$ cat src/rtl/instruction_fetch.sv
// Three-phase instruction sequencer (FETCH/DECODE/EXECUTE) with program
// counter, instruction register and a return-address stack for call/ret.
module instruction_fetch #(
    parameter logic [7:0] ROM_MAX     = 8'h1A,
    parameter int         STACK_DEPTH = 8
) (
    input  logic        clock,
    input  logic        reset_s2,
    output logic [7:0]  rom_address,
    input  logic [23:0] rom_data,
    input  logic        stall,
    input  logic        jump_en,
    input  logic        call_en,
    input  logic        ret_en,
    input  logic [7:0]  jump_addr,
    output logic [7:0]  op_code,
    output logic [7:0]  op1,
    output logic [7:0]  op2,
    output logic        instr_valid,
    output logic [7:0]  pc,
    output logic        stack_overflow,
    output logic        stack_underflow
);

    localparam int SP_W = $clog2(STACK_DEPTH + 1);
    localparam int STACK_SLOTS = 1 << SP_W;
    localparam logic [SP_W-1:0] SP_FULL = SP_W'(STACK_DEPTH);
    localparam logic [SP_W-1:0] SP_ZERO = {SP_W{1'b0}};
    localparam logic [SP_W-1:0] SP_ONE  = SP_W'(1);

    localparam logic [1:0] ST_FETCH   = 2'd0;
    localparam logic [1:0] ST_DECODE  = 2'd1;
    localparam logic [1:0] ST_EXECUTE = 2'd2;

    logic [1:0]      state_q, state_d;
    logic [7:0]      pc_q, pc_d;
    logic [SP_W-1:0] sp_q, sp_d;
    logic [23:0]     ir_q, ir_d;
    logic            ovf_q, ovf_d;
    logic            udf_q, udf_d;
    logic [7:0]      stack_q [0:STACK_SLOTS-1];
    logic [7:0]      stack_d [0:STACK_SLOTS-1];
    logic [7:0]      target_s;

    // Out-of-range branch targets restart the program at address zero.
    assign target_s = (jump_addr > ROM_MAX) ? 8'h00 : jump_addr;

    // Next-state, program counter, instruction register and stack update.
    always_comb begin
        state_d = state_q;
        pc_d    = pc_q;
        sp_d    = sp_q;
        ir_d    = ir_q;
        ovf_d   = ovf_q;
        udf_d   = udf_q;
        stack_d = stack_q;
        case (state_q)
            ST_FETCH: begin
                state_d = ST_DECODE;
            end
            ST_DECODE: begin
                ir_d    = rom_data;
                pc_d    = (pc_q == ROM_MAX) ? 8'h00 : pc_q + 8'h01;
                state_d = ST_EXECUTE;
            end
            ST_EXECUTE: begin
                if (stall) begin
                    state_d = ST_EXECUTE;
                end else begin
                    state_d = ST_FETCH;
                    if (ret_en) begin
                        if (sp_q == SP_ZERO) begin
                            pc_d  = 8'h00;
                            udf_d = 1'b1;
                        end else begin
                            pc_d = stack_q[sp_q - SP_ONE];
                            sp_d = sp_q - SP_ONE;
                        end
                    end else if (call_en) begin
                        // pc already holds the incremented return address here.
                        if (sp_q == SP_FULL) begin
                            ovf_d = 1'b1;
                        end else begin
                            stack_d[sp_q] = pc_q;
                            sp_d          = sp_q + SP_ONE;
                            pc_d          = target_s;
                        end
                    end else if (jump_en) begin
                        pc_d = target_s;
                    end else begin
                        pc_d = pc_q;
                    end
                end
            end
            default: begin
                state_d = ST_FETCH;
            end
        endcase
    end

    // Control and datapath registers with synchronous reset.
    always_ff @(posedge clock) begin
        if (reset_s2) begin
            state_q <= ST_FETCH;
            pc_q    <= 8'h00;
            sp_q    <= SP_ZERO;
            ir_q    <= 24'h000000;
            ovf_q   <= 1'b0;
            udf_q   <= 1'b0;
        end else begin
            state_q <= state_d;
            pc_q    <= pc_d;
            sp_q    <= sp_d;
            ir_q    <= ir_d;
            ovf_q   <= ovf_d;
            udf_q   <= udf_d;
        end
    end

    // Return-address storage; contents are don't-care after reset.
    always_ff @(posedge clock) begin
        stack_q <= stack_d;
    end

    assign rom_address     = pc_q;
    assign pc              = pc_q;
    assign op_code         = ir_q[23:16];
    assign op1             = ir_q[15:8];
    assign op2             = ir_q[7:0];
    assign instr_valid     = (state_q == ST_EXECUTE);
    assign stack_overflow  = ovf_q;
    assign stack_underflow = udf_q;

endmodule

$ cat config.mk
export PLATFORM = sky130hd
export DESIGN_NAME = instruction_fetch
export DESIGN_NICKNAME = d
export VERILOG_FILES = /design/src/rtl/instruction_fetch.sv
export SDC_FILE = /design/constraint.sdc
export NUM_CORES = 1
export LEC_CHECK = 0
export CORE_ASPECT_RATIO = 0.6
export CORE_MARGIN = 2
export CORE_UTILIZATION = 50
export DETAILED_ROUTE_END_ITERATION = 7
export HOLD_SLACK_MARGIN = 0.15
export PLACE_DENSITY = 0.71
export SYNTH_ARGS = -nofsm -noshare
export SYNTH_HDL_FRONTEND = slang
export SYNTH_SLANG_ARGS = --single-unit
$ cat constraint.sdc
create_clock -name clock -period 8.5 [get_ports clock]
set_input_delay 1.275 -clock clock [delete_from_list [all_inputs] [get_ports clock]]
set_output_delay 1.275 -clock clock [all_outputs]
set_load 0.01 [all_outputs]
==> results.md <==
* Run status: completed
* Latest clock arrival within the worst-skew pair at 0.43 ns
* Area grow syn2layout at 22.60%
* CTS-repair resized insts at 0
* Buffers & Inverters on Critical Path at 1
* Peak VDD IR at 0.1442 mV
* Hold Fails Final Rpt at 0
* Cells along the critical path: clkdlybuf4s50_1, nor2b_1, nand2_1, nor2_1, nand2_1, nor3_1
* Post-Layout Inst Area at 0.008546 mm2
* Total number of vias at 4,236
* Final max-slew violation count at 0
* Dominant cell type by area after synthesis: edfxtp_1
* Initial antenna violation count at 0
* WS Path Type: input port to flip-flop
* Largest net degree at the start of global routing at 41
* RSZ-0062 raised after global routing: false
* Clock skew at 0.01243 ns
* DRT Wirelength at 16.15 mm
* Final HPWL DP at 11.14 mm
* Most frequent CP cell: nand2_1
* Drt initial violations at 416
* Root buffer cell: clkbuf_16
* Clock Pin Slew Worst Setup and Hold Paths at 0.07 ns
* Register area share after synthesis at 66.63%
* I/O pin count at 81
* Min cycle time layout at 3.720 ns
* Worst Tran Pin Value at 1.243 ns
* CP Launch Type: input port
* Syn Inst Count at 445
* Worst EP required at 8.53 ns
* DIE AREA at 0.01493 mm2
* Top cell type's share of synthesized area at 55.14%
* Setup_tns at 0 ns
* Total GRT Usage at 22.72%
* GRT overflow at 0
* Number of global-route vias before repair at 4,091
* Synth Register Bits at 168
* Clock buffer count from CTS at 17
* Floorplan core area at 0.01363 mm2
* DRC errors left at 0
* Critical Path Sink Type: flip-flop
* Final nets at 582
* Yosys warnings at 0
* Worst Hold Class: flip-flop to flip-flop
* Pleak at 3.001 nW
* Final setup viols at 0
* Setup bufs post-CTS at 0
* Worst rel slew slack at 16.48%
* Max-Cap Viols at 0
* Top post-synthesis cells by area: edfxtp_1 (55%), dfxtp_1 (11%), mux4_2 (10%), mux2i_1 (4.2%), nor2_1 (3.3%)
* Mapped Avg Cell Area at 15.66 um2
* First-pass DRT Iterations at 5
* GPL Wtd Cong at 0.8430
* CP max-delay cell: nor3_1
* Die height at 95.46 um
* Finished Core Util at 62.72%
* Max Clk Rate at 0.2688 GHz
* Ys async rst share at 0%
* Ys flop type: edfxtp_1
* CTS Sinks at 168
* Mapped cell area at 0.006970 mm2
* I/O Buffers at 80
* Power Density at 222.3 mW/mm2
* Rows at 33
* CP top delay family: simple AND/OR/NAND/NOR gates
* CP Max Fanout at 12
* DR WL/cell at 22.40 um
* First-pass GRT wire length at 24.09 mm
* Fraction of layout cells with a size suffix above 1 at 16.85%
* Max Root-Sink Buffers at 2
* Avg Vias per Cell at 5.875
* DRT antenna net count at 0
* H-tree depth at 4
* Die Span X at 156.4 um
* Antenna diode count at 0
* CTS tree: built
* WP data arrival at 3.75 ns
* Post-CTS Hold Buffers at 0
* Initial Utilization at 51.16%
* Cell variety after synth at 48
* Post-synth EDFFs at 128
* Dpl cell area at 0.007949 mm2
* Period utilization at 43.77%
* CP max stage delay at 0.97 ns
cells in the mapped netlist (all sizes together), types with 8 or more instances:
master and n:
nand2 14, dfxtp 40, mux2 11, mux2i 29, ha 11, nor2 61, inv 8, edfxtp 128
clkbuf 14, buf 15, mux4 32
routing by layer:
layer / wire [um] / GRT usage, %
met1: 7895 / 36.01
met4: 174 / 5.810
met3: 1537 / 7.227
met2: 6545 / 29.85
met5: 0 / 0
flip-flops by register name, summed over array words and instances (netlist names):
name and count:
stack_q 128, pc 8, state_q 2, ir_q 24, sp_q 4, stack_overflow 1
stack_underflow 1
where the power goes:
group | total (mW) | leakage [nW] | switching, mW | internal, mW
combinational | 0.187 | 1.06 | 0.0952 | 0.0914
clock | 0.777 | 0.284 | 0.337 | 0.440
sequential | 0.935 | 1.66 | 0.0266 | 0.909
placed cells by master, fill, tap and decap left out, types with 6 or more instances in the layout:
cell type / count
mux2_2: 11
clkdlybuf4s50_1: 80
conb_1: 8
edfxtp_1: 128
mux4_2: 32
nor2_1: 61
buf_4: 11
clkbuf_16: 17
nor3_1: 6
ha_1: 11
a21oi_1: 7
nand2_1: 14
mux2i_1: 29
dfxtp_1: 39
inv_1: 8
a22oi_1: 7
path summary, 6_finish.rpt:
kind,startpoint,end,slack [ns],depth (start not counted)
setup / recovery,ret_en,stack_q[97],4.78,6
hold / removal,stack_overflow,stack_overflow,0.49,2
setup reg to reg,sp_q[0],pc[2],4.81,9
hold reg to reg,stack_overflow,stack_overflow,0.49,2
metrics by stage:
stage | total power [mW] | hold WS [ns] | std cells | worst slack (ns)
2_1_floorplan | 1.049 | 0.5027 | 452 | 5.593
3_3_place_gp | 1.133 | 0.4657 | 689 | 4.496
3_5_place_dp | 1.137 | 0.4756 | 689 | 4.395
4_1_cts | 1.906 | 0.4913 | 721 | 4.696
5_1_grt | 1.958 | 0.5296 | 721 | 4.512
6_report | 1.899 | 0.4855 | 721 | 4.780
kinds of logic after synthesis:
kind of cell,Yosys count,synth area share [%]
flops,168,66.63
simple gates,106,6.911
mux,72,16.28
compound gates,42,4.434
buf+inv,37,2.710
fa+ha+maj,11,1.974
xor+xnor,8,1.005
other cells,1,0.05380
final cells by class:
| class | count | area [um2] |
|---|---|---|
| fillers | 980 | 5080 |
| flip-flops and latches | 168 | 4646 |
| multi-input cells | 247 | 2176 |
| repair buffers | 91 | 883.3 |
| clock buffers | 17 | 425.4 |
| well taps | 175 | 219.0 |
| clock inverters | 15 | 166.4 |
| inverters | 8 | 30.03 |
worst register-to-register path, delay by kind of cell, from the launching register on:
kind                       cells  cell delay, ns
DFF                            1            0.32
muxes                          2            0.83
xor gates and xnor gates       1            0.56
AOI/OAI and AO/OA              2            0.35
adders and majority gates      1            0.33
buffers and inverters          3            1.17
No activity file was read; power rests on OpenSTA's default activity.
